==> config.mk <==
export PLATFORM = sky130hd
export DESIGN_NAME = axi4_burst_split
export DESIGN_NICKNAME = d
export VERILOG_FILES = /design/src/rtl/axi4_burst_split.sv
export SDC_FILE = /design/constraint.sdc
export NUM_CORES = 1
export LEC_CHECK = 0
export ABC_AREA = 1
export CAP_MARGIN = 10
export CORE_AREA = 2 2 166 168
export CTS_CLUSTER_SIZE = 12
export DETAILED_ROUTE_END_ITERATION = 12
export DIE_AREA = 0 0 168 170
export PLACE_DENSITY = 0.68
export SYNTH_ARGS = -nofsm -noshare
export SYNTH_HDL_FRONTEND = slang
export SYNTH_SLANG_ARGS = --single-unit
==> constraint.sdc <==
create_clock -name clk_i -period 4.1 [get_ports clk_i]
set_clock_uncertainty 0.1 [all_clocks]
set_input_delay 0.82 -clock clk_i [delete_from_list [all_inputs] [get_ports clk_i]]
set_output_delay 0.82 -clock clk_i [all_outputs]
set_load 0.1 [all_outputs]
==> src/rtl/axi4_burst_split.sv <==
// Replays AXI4 bursts from the slave port as single-beat AXI4 transactions on the master port,
// one beat outstanding at a time, with write responses merged into one burst response.
module axi4_burst_split #(
    parameter int unsigned ARCHBITSZ     = 32,
    parameter int unsigned AXI4_ID_WIDTH = 4
) (
    input  logic                     clk_i,
    input  logic                     rst_i,

    input  logic [AXI4_ID_WIDTH-1:0] s_axi4_awid_i,
    input  logic [ARCHBITSZ-1:0]     s_axi4_awaddr_i,
    input  logic [7:0]               s_axi4_awlen_i,
    input  logic [2:0]               s_axi4_awsize_i,
    input  logic [1:0]               s_axi4_awburst_i,
    input  logic                     s_axi4_awlock_i,
    input  logic [3:0]               s_axi4_awcache_i,
    input  logic [2:0]               s_axi4_awprot_i,
    input  logic [3:0]               s_axi4_awqos_i,
    input  logic                     s_axi4_awvalid_i,
    output logic                     s_axi4_awready_o,
    input  logic [ARCHBITSZ-1:0]     s_axi4_wdata_i,
    input  logic [ARCHBITSZ/8-1:0]   s_axi4_wstrb_i,
    input  logic                     s_axi4_wlast_i,
    input  logic                     s_axi4_wvalid_i,
    output logic                     s_axi4_wready_o,
    output logic [AXI4_ID_WIDTH-1:0] s_axi4_bid_o,
    output logic [1:0]               s_axi4_bresp_o,
    output logic                     s_axi4_bvalid_o,
    input  logic                     s_axi4_bready_i,
    input  logic [AXI4_ID_WIDTH-1:0] s_axi4_arid_i,
    input  logic [ARCHBITSZ-1:0]     s_axi4_araddr_i,
    input  logic [7:0]               s_axi4_arlen_i,
    input  logic [2:0]               s_axi4_arsize_i,
    input  logic [1:0]               s_axi4_arburst_i,
    input  logic                     s_axi4_arlock_i,
    input  logic [3:0]               s_axi4_arcache_i,
    input  logic [2:0]               s_axi4_arprot_i,
    input  logic [3:0]               s_axi4_arqos_i,
    input  logic                     s_axi4_arvalid_i,
    output logic                     s_axi4_arready_o,
    output logic [AXI4_ID_WIDTH-1:0] s_axi4_rid_o,
    output logic [ARCHBITSZ-1:0]     s_axi4_rdata_o,
    output logic [1:0]               s_axi4_rresp_o,
    output logic                     s_axi4_rlast_o,
    output logic                     s_axi4_rvalid_o,
    input  logic                     s_axi4_rready_i,

    output logic [AXI4_ID_WIDTH-1:0] m_axi4_awid_o,
    output logic [ARCHBITSZ-1:0]     m_axi4_awaddr_o,
    output logic [7:0]               m_axi4_awlen_o,
    output logic [2:0]               m_axi4_awsize_o,
    output logic [1:0]               m_axi4_awburst_o,
    output logic                     m_axi4_awlock_o,
    output logic [3:0]               m_axi4_awcache_o,
    output logic [2:0]               m_axi4_awprot_o,
    output logic [3:0]               m_axi4_awqos_o,
    output logic                     m_axi4_awvalid_o,
    input  logic                     m_axi4_awready_i,
    output logic [ARCHBITSZ-1:0]     m_axi4_wdata_o,
    output logic [ARCHBITSZ/8-1:0]   m_axi4_wstrb_o,
    output logic                     m_axi4_wlast_o,
    output logic                     m_axi4_wvalid_o,
    input  logic                     m_axi4_wready_i,
    input  logic [AXI4_ID_WIDTH-1:0] m_axi4_bid_i,
    input  logic [1:0]               m_axi4_bresp_i,
    input  logic                     m_axi4_bvalid_i,
    output logic                     m_axi4_bready_o,
    output logic [AXI4_ID_WIDTH-1:0] m_axi4_arid_o,
    output logic [ARCHBITSZ-1:0]     m_axi4_araddr_o,
    output logic [7:0]               m_axi4_arlen_o,
    output logic [2:0]               m_axi4_arsize_o,
    output logic [1:0]               m_axi4_arburst_o,
    output logic                     m_axi4_arlock_o,
    output logic [3:0]               m_axi4_arcache_o,
    output logic [2:0]               m_axi4_arprot_o,
    output logic [3:0]               m_axi4_arqos_o,
    output logic                     m_axi4_arvalid_o,
    input  logic                     m_axi4_arready_i,
    input  logic [AXI4_ID_WIDTH-1:0] m_axi4_rid_i,
    input  logic [ARCHBITSZ-1:0]     m_axi4_rdata_i,
    input  logic [1:0]               m_axi4_rresp_i,
    input  logic                     m_axi4_rlast_i,
    input  logic                     m_axi4_rvalid_i,
    output logic                     m_axi4_rready_o
);

    localparam logic [1:0] RESP_OKAY   = 2'b00;
    localparam logic [1:0] RESP_EXOKAY = 2'b01;
    localparam logic [1:0] RESP_SLVERR = 2'b10;

    typedef enum logic [2:0] {IDLE, RADDR, RDATA, RHOLD, WADDR, WRESP, BRESP} state_t;

    state_t                   state_q, state_d;
    logic [AXI4_ID_WIDTH-1:0] id_q;
    logic [ARCHBITSZ-1:0]     addr_q;
    logic [7:0]               len_q, cnt_q;
    logic [2:0]               size_q;
    logic [1:0]               burst_q;
    logic                     lock_q;
    logic [3:0]               cache_q, qos_q;
    logic [2:0]               prot_q;
    logic                     last_wr_q;
    logic [ARCHBITSZ-1:0]     hold_data_q;
    logic [1:0]               hold_resp_q, wacc_q;

    logic                     pick_rd, pick_wr, is_last, w_xfer;
    logic [ARCHBITSZ-1:0]     step, aligned, wmask, next_addr;

    // Response IDs and last flags from the bridge carry no information for single beats.
    logic unused_c;
    assign unused_c = ^{m_axi4_bid_i, m_axi4_rid_i, m_axi4_rlast_i};

    assign is_last = (cnt_q == len_q);
    assign pick_rd = s_axi4_arvalid_i & (~s_axi4_awvalid_i | last_wr_q);
    assign pick_wr = s_axi4_awvalid_i & ~pick_rd;
    assign w_xfer  = s_axi4_wvalid_i & m_axi4_awready_i & m_axi4_wready_i;

    // Next beat address; reserved burst type falls into the INCR arm.
    always_comb begin
        step    = ARCHBITSZ'(1) << size_q;
        aligned = addr_q & ~(step - ARCHBITSZ'(1));
        wmask   = ((ARCHBITSZ'(len_q) + ARCHBITSZ'(1)) << size_q) - ARCHBITSZ'(1);
        case (burst_q)
            2'b00:   next_addr = addr_q;
            2'b10:   next_addr = (addr_q & ~wmask) | ((aligned + step) & wmask);
            default: next_addr = aligned + step;
        endcase
    end

    always_ff @(posedge clk_i) begin
        if (rst_i) state_q <= IDLE;
        else       state_q <= state_d;
    end

    always_comb begin
        state_d          = state_q;
        s_axi4_awready_o = 1'b0;
        s_axi4_arready_o = 1'b0;
        s_axi4_wready_o  = 1'b0;
        s_axi4_bvalid_o  = 1'b0;
        s_axi4_rvalid_o  = 1'b0;
        s_axi4_rlast_o   = 1'b0;
        m_axi4_awvalid_o = 1'b0;
        m_axi4_wvalid_o  = 1'b0;
        m_axi4_bready_o  = 1'b0;
        m_axi4_arvalid_o = 1'b0;
        m_axi4_rready_o  = 1'b0;
        m_axi4_wdata_o   = '0;
        m_axi4_wstrb_o   = '0;
        case (state_q)
            IDLE: begin
                s_axi4_arready_o = pick_rd;
                s_axi4_awready_o = pick_wr;
                if (pick_rd)      state_d = RADDR;
                else if (pick_wr) state_d = WADDR;
            end
            RADDR: begin
                m_axi4_arvalid_o = 1'b1;
                m_axi4_rready_o  = 1'b1;
                if (m_axi4_arready_i) state_d = RDATA;
            end
            RDATA: begin
                m_axi4_rready_o = 1'b1;
                if (m_axi4_rvalid_i) state_d = RHOLD;
            end
            RHOLD: begin
                s_axi4_rvalid_o = 1'b1;
                s_axi4_rlast_o  = is_last;
                if (s_axi4_rready_i) state_d = is_last ? IDLE : RADDR;
            end
            WADDR: begin
                m_axi4_awvalid_o = s_axi4_wvalid_i;
                m_axi4_wvalid_o  = s_axi4_wvalid_i;
                m_axi4_bready_o  = 1'b1;
                m_axi4_wdata_o   = s_axi4_wdata_i;
                m_axi4_wstrb_o   = s_axi4_wstrb_i;
                s_axi4_wready_o  = m_axi4_wready_i & m_axi4_awready_i;
                if (w_xfer) state_d = WRESP;
            end
            WRESP: begin
                m_axi4_bready_o = 1'b1;
                if (m_axi4_bvalid_i) state_d = is_last ? BRESP : WADDR;
            end
            BRESP: begin
                s_axi4_bvalid_o = 1'b1;
                if (s_axi4_bready_i) state_d = IDLE;
            end
            default: state_d = IDLE;
        endcase
    end

    // Burst context, beat counter, read hold register and write response accumulator.
    always_ff @(posedge clk_i) begin
        if (rst_i) begin
            id_q        <= '0;
            addr_q      <= '0;
            len_q       <= '0;
            cnt_q       <= '0;
            size_q      <= '0;
            burst_q     <= '0;
            lock_q      <= 1'b0;
            cache_q     <= '0;
            prot_q      <= '0;
            qos_q       <= '0;
            last_wr_q   <= 1'b1;
            hold_data_q <= '0;
            hold_resp_q <= RESP_OKAY;
            wacc_q      <= RESP_OKAY;
        end else begin
            case (state_q)
                IDLE: begin
                    cnt_q  <= '0;
                    wacc_q <= RESP_OKAY;
                    if (pick_rd) begin
                        last_wr_q <= 1'b0;
                        id_q      <= s_axi4_arid_i;
                        addr_q    <= s_axi4_araddr_i;
                        len_q     <= s_axi4_arlen_i;
                        size_q    <= s_axi4_arsize_i;
                        burst_q   <= s_axi4_arburst_i;
                        lock_q    <= s_axi4_arlock_i;
                        cache_q   <= s_axi4_arcache_i;
                        prot_q    <= s_axi4_arprot_i;
                        qos_q     <= s_axi4_arqos_i;
                    end else if (pick_wr) begin
                        last_wr_q <= 1'b1;
                        id_q      <= s_axi4_awid_i;
                        addr_q    <= s_axi4_awaddr_i;
                        len_q     <= s_axi4_awlen_i;
                        size_q    <= s_axi4_awsize_i;
                        burst_q   <= s_axi4_awburst_i;
                        lock_q    <= s_axi4_awlock_i;
                        cache_q   <= s_axi4_awcache_i;
                        prot_q    <= s_axi4_awprot_i;
                        qos_q     <= s_axi4_awqos_i;
                    end
                end
                RDATA: begin
                    if (m_axi4_rvalid_i) begin
                        hold_data_q <= m_axi4_rdata_i;
                        hold_resp_q <= m_axi4_rresp_i;
                    end
                end
                RHOLD: begin
                    if (s_axi4_rready_i && !is_last) begin
                        cnt_q  <= cnt_q + 8'd1;
                        addr_q <= next_addr;
                    end
                end
                WADDR: begin
                    // A misplaced wlast is a protocol error unless an earlier beat already failed.
                    if (w_xfer && (s_axi4_wlast_i != is_last) && !wacc_q[1])
                        wacc_q <= RESP_SLVERR;
                end
                WRESP: begin
                    if (m_axi4_bvalid_i) begin
                        if (!wacc_q[1]) begin
                            if (m_axi4_bresp_i[1])
                                wacc_q <= m_axi4_bresp_i;
                            else if (m_axi4_bresp_i == RESP_EXOKAY && len_q == 8'd0)
                                wacc_q <= RESP_EXOKAY;
                        end
                        if (!is_last) begin
                            cnt_q  <= cnt_q + 8'd1;
                            addr_q <= next_addr;
                        end
                    end
                end
                default: ;
            endcase
        end
    end

    assign s_axi4_bid_o     = id_q;
    assign s_axi4_bresp_o   = wacc_q;
    assign s_axi4_rid_o     = id_q;
    assign s_axi4_rdata_o   = hold_data_q;
    assign s_axi4_rresp_o   = hold_resp_q;

    assign m_axi4_awid_o    = id_q;
    assign m_axi4_awaddr_o  = addr_q;
    assign m_axi4_awlen_o   = 8'd0;
    assign m_axi4_awsize_o  = size_q;
    assign m_axi4_awburst_o = 2'b01;
    assign m_axi4_awlock_o  = lock_q & (len_q == 8'd0);
    assign m_axi4_awcache_o = cache_q;
    assign m_axi4_awprot_o  = prot_q;
    assign m_axi4_awqos_o   = qos_q;
    assign m_axi4_wlast_o   = 1'b1;

    assign m_axi4_arid_o    = id_q;
    assign m_axi4_araddr_o  = addr_q;
    assign m_axi4_arlen_o   = 8'd0;
    assign m_axi4_arsize_o  = size_q;
    assign m_axi4_arburst_o = 2'b01;
    assign m_axi4_arlock_o  = lock_q & (len_q == 8'd0);
    assign m_axi4_arcache_o = cache_q;
    assign m_axi4_arprot_o  = prot_q;
    assign m_axi4_arqos_o   = qos_q;

endmodule

==> metrics.yaml, run 1 <==
status: "finished clean"
async_flop_share_pct: 0
grt_pass1_vias: 10400
synth_area_mm2: 0.00888
min_period_ns: 3.40
synth_edf_count: 0
use_met1_pct: 29.0
ir_drop_v: 0.000683
post_cts_resize_count: 0
coreArea_mm2: 0.0267
die_area_mm2: 0.0286
fillers: 2771
drc: 0
design_area_mm2: 0.0129
dr.pass1.iters: 5
ant_nets: 0
placed_cells: 2131
vias: 10700
grt_antenna_before_repair: 6
power.static_leakage_nw: 5.68
synth_cell_types: 46
period_share_pct: 83.0
crit_path_end_kind: "output pin"
cp.arrival_ns: 2.48
die_x_um: 168
drtIter0Drc: 555
worstReg2RegStart: "m_axi4_arsize_o[2]$_SDFFE_PP0P_"
clock_latency_ns: 0.37
clock-sinks: 109
synth_seq_cells: 109
synthCells: 1495
io_pins: 430
crit_path_max_fanout: 22
cts_hold_buf: 0
numCtsBuffers: 9
wl_per_cell_um: 16.5
setup_viol: 0
hold_depth: 2
p_total_mw: 12.1
stdcell_count: 2150
tightest_slew_ns: 1.09
worst_slack_ns: 0.696
post-place-ws_ns: 0.831
grt_use_total_pct: 24.1
drive_gt1_share_pct: 8.86
via_per_inst: 4.96
reg2regPathDepth: 18
area_growth_pct: 45.1
holdWs_ns: 0.414
rsz0062_at_grt: "no"
cts_tree: "built"
slew_headroom_pct: 26.8
power_density_mw_per_mm2: 942
hpwlAfterDp_mm: 27.7
drt-total-wl_mm: 35.5
tns_ns: 0
gp_congestion: 0.922
critPathKind: "flip-flop to output pin"
grt_max_degree: 64
start_util_pct: 33.3
synth_ff_type: "dfxtp_1"
overflow: 0
crit_path_start: "state_q[2]$_SDFFE_PP0P_"
hold_class: "flip-flop to flip-flop"
grt_busiest_layer: "met2"
slew_viol_final: 0
use_met2_pct: 43.4
cts_root_buf: "clkbuf_16"
grt_pass1_wl_mm: 55.0
clk_path_buf_depth: 2
postCtsSetupRepairBufs: 0
placed_area_mm2: 0.0126
min_from: "s_axi4_bresp_o[0]$_SDFFE_PP0P_"
clk_pin_slew_ns: 0.09
cp.required_ns: 3.18
hold_viol_final: 0
nets: 2027
placement_rows: 60
htreeDepth: 3
met3_usage_pct: 4.00
finish.utilization_pct: 48.4
worst_setup_path_start_kind: "flip-flop"
syn_area_per_cell_um2: 5.94
yosysWarnings: 0
port_buffers: 399
synth.yosys.seq_area_share_pct: 24.6
drv_cap: 0
fmax_mhz: 294
die_y_um: 170
==> layout make-up <==
cell class,count,area [um2],share of cell area [%]
diodes,3,7.51,0.0582
clock buffers,9,225,1.75
clock inverters,7,96.3,0.747
inverters,172,646,5.01
multi-input cells,1091,5270,40.9
flip-flops and latches,109,2180,16.9
well taps,341,427,3.31
repair buffers,418,4040,31.3
==> path summary, 6_finish.rpt <==
check                                                       to  slack (ns)
worst max-delay path                           m_axi4_wvalid_o        0.70
worst min-delay path            s_axi4_bresp_o[0]$_SDFFE_PP0P_        0.41
worst max register to register                       flip-flop        0.84
worst min register to register  s_axi4_bresp_o[0]$_SDFFE_PP0P_        0.41
==> cell families after synthesis <==
kind of cell	Yosys count	share of synthesized area, %
AO/OA/AOI/OAI	239	14.7
XOR/XNOR	36	3.55
other	2	0.0845
buffers and inverters	314	17.1
AND/OR/NAND/NOR	785	38.5
adder cells (fa/ha/maj)	10	1.41
flip-flops	109	24.6
==> cells in the mapped netlist (3+ instances only) <==
cell | n | area [um2]
ha_1 | 10 | 125
buf_2 | 10 | 50.1
xor2_1 | 26 | 228
nand3_1 | 110 | 551
inv_2 | 15 | 56.3
clkinv_1 | 3 | 11.3
nor4_1 | 7 | 43.8
nand2_2 | 16 | 100
o22ai_1 | 4 | 25.0
a21oi_1 | 85 | 425
nand2_4 | 6 | 67.6
o21ai_0 | 116 | 581
nor2_1 | 295 | 1110
o31ai_1 | 3 | 22.5
nor2_2 | 4 | 25.0
nand3_2 | 12 | 120
buf_4 | 88 | 661
clkbuf_1 | 43 | 161
nor2_4 | 5 | 56.3
nand2_1 | 283 | 1060
xnor2_1 | 10 | 87.6
o21ai_1 | 7 | 35.0
inv_1 | 154 | 578
a221oi_1 | 13 | 114
nand4_1 | 15 | 93.8
nor3_1 | 23 | 115
dfxtp_1 | 109 | 2180
==> report_power, final <==
group          total [mW]  internal, mW  switching, mW  leakage (nW)
Combinational        9.41          2.20           7.21          4.63
Clock               0.990         0.456          0.534         0.156
Sequential           1.75          1.37          0.377         0.895
==> cell usage in the layout (no fill, tap or decap), types with 9 or more instances in the layout <==
cell type | synthesis | layout
clkbuf_16 | 0 | 9
nand3_1 | 110 | 110
inv_2 | 15 | 16
dfxtp_1 | 109 | 109
buf_4 | 88 | 71
a221oi_1 | 13 | 13
nand4_1 | 15 | 15
clkdlybuf4s50_1 | 0 | 344
xnor2_1 | 10 | 10
conb_1 | 2 | 21
nand2_1 | 283 | 283
xor2_1 | 26 | 26
nor3_1 | 23 | 23
inv_1 | 154 | 153
ha_1 | 10 | 10
nor2_1 | 295 | 291
a21oi_1 | 85 | 85
nand3_2 | 12 | 12
nand2_2 | 16 | 16
o21ai_0 | 116 | 116
==> critical path: stages, from the launching register on <==
cell,delay [ns]
dfxtp_1,0.39
inv_1,0.08
nor3_1,0.40
inv_1,0.44
buf_4,0.33
nor2_1,0.14
buf_4,0.32
==> layer usage <==
metal	part of all wire [%]	routed length, um	vias up
met2	49	17600	405
met3	6.2	2200	48
met5	0.037	13	-
met4	2.7	973	2
li1	-	-	5297
met1	42	14800	4919
(Power assumes the default switching activity.)
==> inputs of run 2 (changes only) <==
--- a/config.mk
+++ b/config.mk
@@ -7,11 +7,11 @@
 export LEC_CHECK = 0
 export ABC_AREA = 1
 export CAP_MARGIN = 10
-export CORE_AREA = 2 2 166 168
+export CORE_AREA = 2 2 167 169
 export CTS_CLUSTER_SIZE = 12
 export DETAILED_ROUTE_END_ITERATION = 12
-export DIE_AREA = 0 0 168 170
-export PLACE_DENSITY = 0.68
+export DIE_AREA = 0 0 169 171
+export PLACE_DENSITY = 0.67
 export SYNTH_ARGS = -nofsm -noshare
 export SYNTH_HDL_FRONTEND = slang
 export SYNTH_SLANG_ARGS = --single-unit
==> constraint.sdc (replaced) <==
create_clock -name clk_i -period 3.16 [get_ports clk_i]
set_clock_uncertainty 0.1 [all_clocks]
set_input_delay 0.632 -clock clk_i [delete_from_list [all_inputs] [get_ports clk_i]]
set_output_delay 0.632 -clock clk_i [all_outputs]
set_load 0.1 [all_outputs]
==> run 2 against run 1 <==
Against the previous run: final area increased by 2.5%; wire length down 4.4%; global-route usage decreased by 1.5 points; sequential cell count is the same; core utilization barely moved; combinational power grew 34%; sequential power rose by 30%; worst setup slack got worse by 0.48 ns; largest power group unchanged; highest routed layer is now met4.
==> metrics.yaml, run 2 (synthesized netlist as in run 1, its figures left out) <==
status: "finished clean"
slew_viol_final: 0
power.static_leakage_nw: 6.10
worst_setup_path_start_kind: "flip-flop"
drc: 0
hold_class: "flip-flop to flip-flop"
crit_end: "s_axi4_rlast_o"
dr_wl_met2_mm: 16.9
drv_cap: 0
grt_pass1_wl_mm: 52.0
clock-sinks: 109
finish.utilization_pct: 48.4
setup_viol: 0
p_total_mw: 16.1
placed_area_mm2: 0.0129
critPathKind: "flip-flop to output pin"
placed_cells: 2146
fillers: 2825
met3WireLength_mm: 2.18
cts_hold_buf: 0
hpwlAfterDp_mm: 26.4
drive_gt1_share_pct: 17.6
drtIter0Drc: 629
slowest_delay_ns: 0.52
nets: 2037
die_x_um: 169
fmax_mhz: 340
rsz0062_at_grt: "no"
crit_chain: "xnor2_1 -> nand2_1 -> nor4_2 -> inv_1 -> nor2_2 -> buf_12"
dr.pass1.iters: 5
crit_path_start: "len_q[5]$_SDFFE_PP0P_"
tightest_slew_ns: 0.578
wl_per_cell_um: 15.7
cp.arrival_ns: 2.21
ir_drop_v: 0.000919
die_y_um: 171
design_area_mm2: 0.0132
coreArea_mm2: 0.0273
vias: 10600
clk_path_buf_depth: 2
grt_max_degree: 64
min_period_ns: 2.94
crit_path_max_fanout: 6
grt_use_total_pct: 22.6
wirelength_met1_mm: 14.1
gp_congestion: 0.898
ant_nets: 0
period_share_pct: 93.1
start_util_pct: 32.5
layout_commonest_cell: "nor2_1"
area_growth_pct: 48.8
htreeDepth: 3
hold_viol_final: 0
overflow: 0
io_pins: 430
clock_latency_ns: 0.37
grt_antenna_before_repair: 0
cts_tree: "built"
r2r_slack_ns: 0.28
most-common-layout-cells: "nor2_1 (286), nand2_1 (283), clkdlybuf4s50_1 (206), buf_4 (175), inv_1 (153)"
slew_headroom_pct: 60.4
crit_path_end_kind: "output pin"
min_from: "s_axi4_bresp_o[0]$_SDFFE_PP0P_"
cpMaxStageDelayCell: "nor4_2"
die_area_mm2: 0.0289
drt-total-wl_mm: 34.0
cp.required_ns: 2.43
via_per_inst: 4.89
reg2regPathDepth: 18
port_buffers: 399
placement_rows: 61
numCtsBuffers: 9
grt_pass1_vias: 9942
stdcell_count: 2163
top_layer: "met4"
cts_root_buf: "clkbuf_16"
postCtsSetupRepairBufs: 0
worstReg2RegStart: "len_q[1]$_SDFFE_PP0P_"
power_density_mw_per_mm2: 1220
clk_pin_slew_ns: 0.09
[run 2: worst min path at each step]
stage                                           to  slack (ns)  depth (start not counted)
floorplan                   last_wr_q$_SDFFE_PP1P_        0.34                          2
global placement    s_axi4_bresp_o[0]$_SDFFE_PP0P_        0.37                          2
detailed placement  s_axi4_bresp_o[0]$_SDFFE_PP0P_        0.38                          2
CTS                 s_axi4_bresp_o[0]$_SDFFE_PP0P_        0.40                          2
global route                 cnt_q[7]$_SDFFE_PP0P_        0.46                          2
finish              s_axi4_bresp_o[0]$_SDFFE_PP0P_        0.40                          2
[run 2: worst max-delay path: cells and delay by family, from the launching register on]
kind	cells	cell delay, ns
AND/OR/NAND/NOR	3	0.78
flip-flops	1	0.50
buffers and inverters	2	0.38
XOR/XNOR	1	0.16
[run 2: report_power, final]
part	total, mW	switching [mW]	internal [mW]
clock network	1.28	0.695	0.589
registers	2.28	0.503	1.78
logic	12.6	9.43	3.14
total	16.1	10.6	5.51
[run 2: cell type report]
| type | count | area (um2) | area share [%] |
|---|---|---|---|
| timing repair buffer | 428 | 4320 | 32.7 |
| tap | 346 | 433 | 3.28 |
| clock inverter | 7 | 101 | 0.767 |
| inverter | 172 | 646 | 4.88 |
| sequential | 109 | 2190 | 16.6 |
| clock buffer | 9 | 225 | 1.70 |
| multi-input combinational | 1091 | 5310 | 40.1 |
| antenna | 1 | 2.50 | 0.0189 |
[run 2: repair_timing]
action | 4_1_cts | 5_1_grt
endpoints found under the setup margin | 0 | 34
endpoints found under the hold margin | 0 | 0
resized for setup | 0 | 4
[run 2: layer usage]
| layer | GRT usage, % | up-vias |
|---|---|---|
| met5 | 0 | - |
| li1 | - | 5311 |
| met1 | 26.9 | 4869 |
| met3 | 4.44 | 43 |
| met4 | 6.84 | 0 |
| met2 | 41.0 | 354 |
[run 2: per-stage QoR]
stage / hold slack, ns / setup slack (ns) / TNS [ns]
2_1_floorplan: 0.337 / -0.136 / -2.71
3_5_place_dp: 0.379 / 0.234 / 0
4_1_cts: 0.399 / 0.0454 / 0
6_report: 0.398 / 0.218 / 0
5_1_grt: 0.456 / 0.0250 / 0
3_3_place_gp: 0.374 / 0.313 / 0
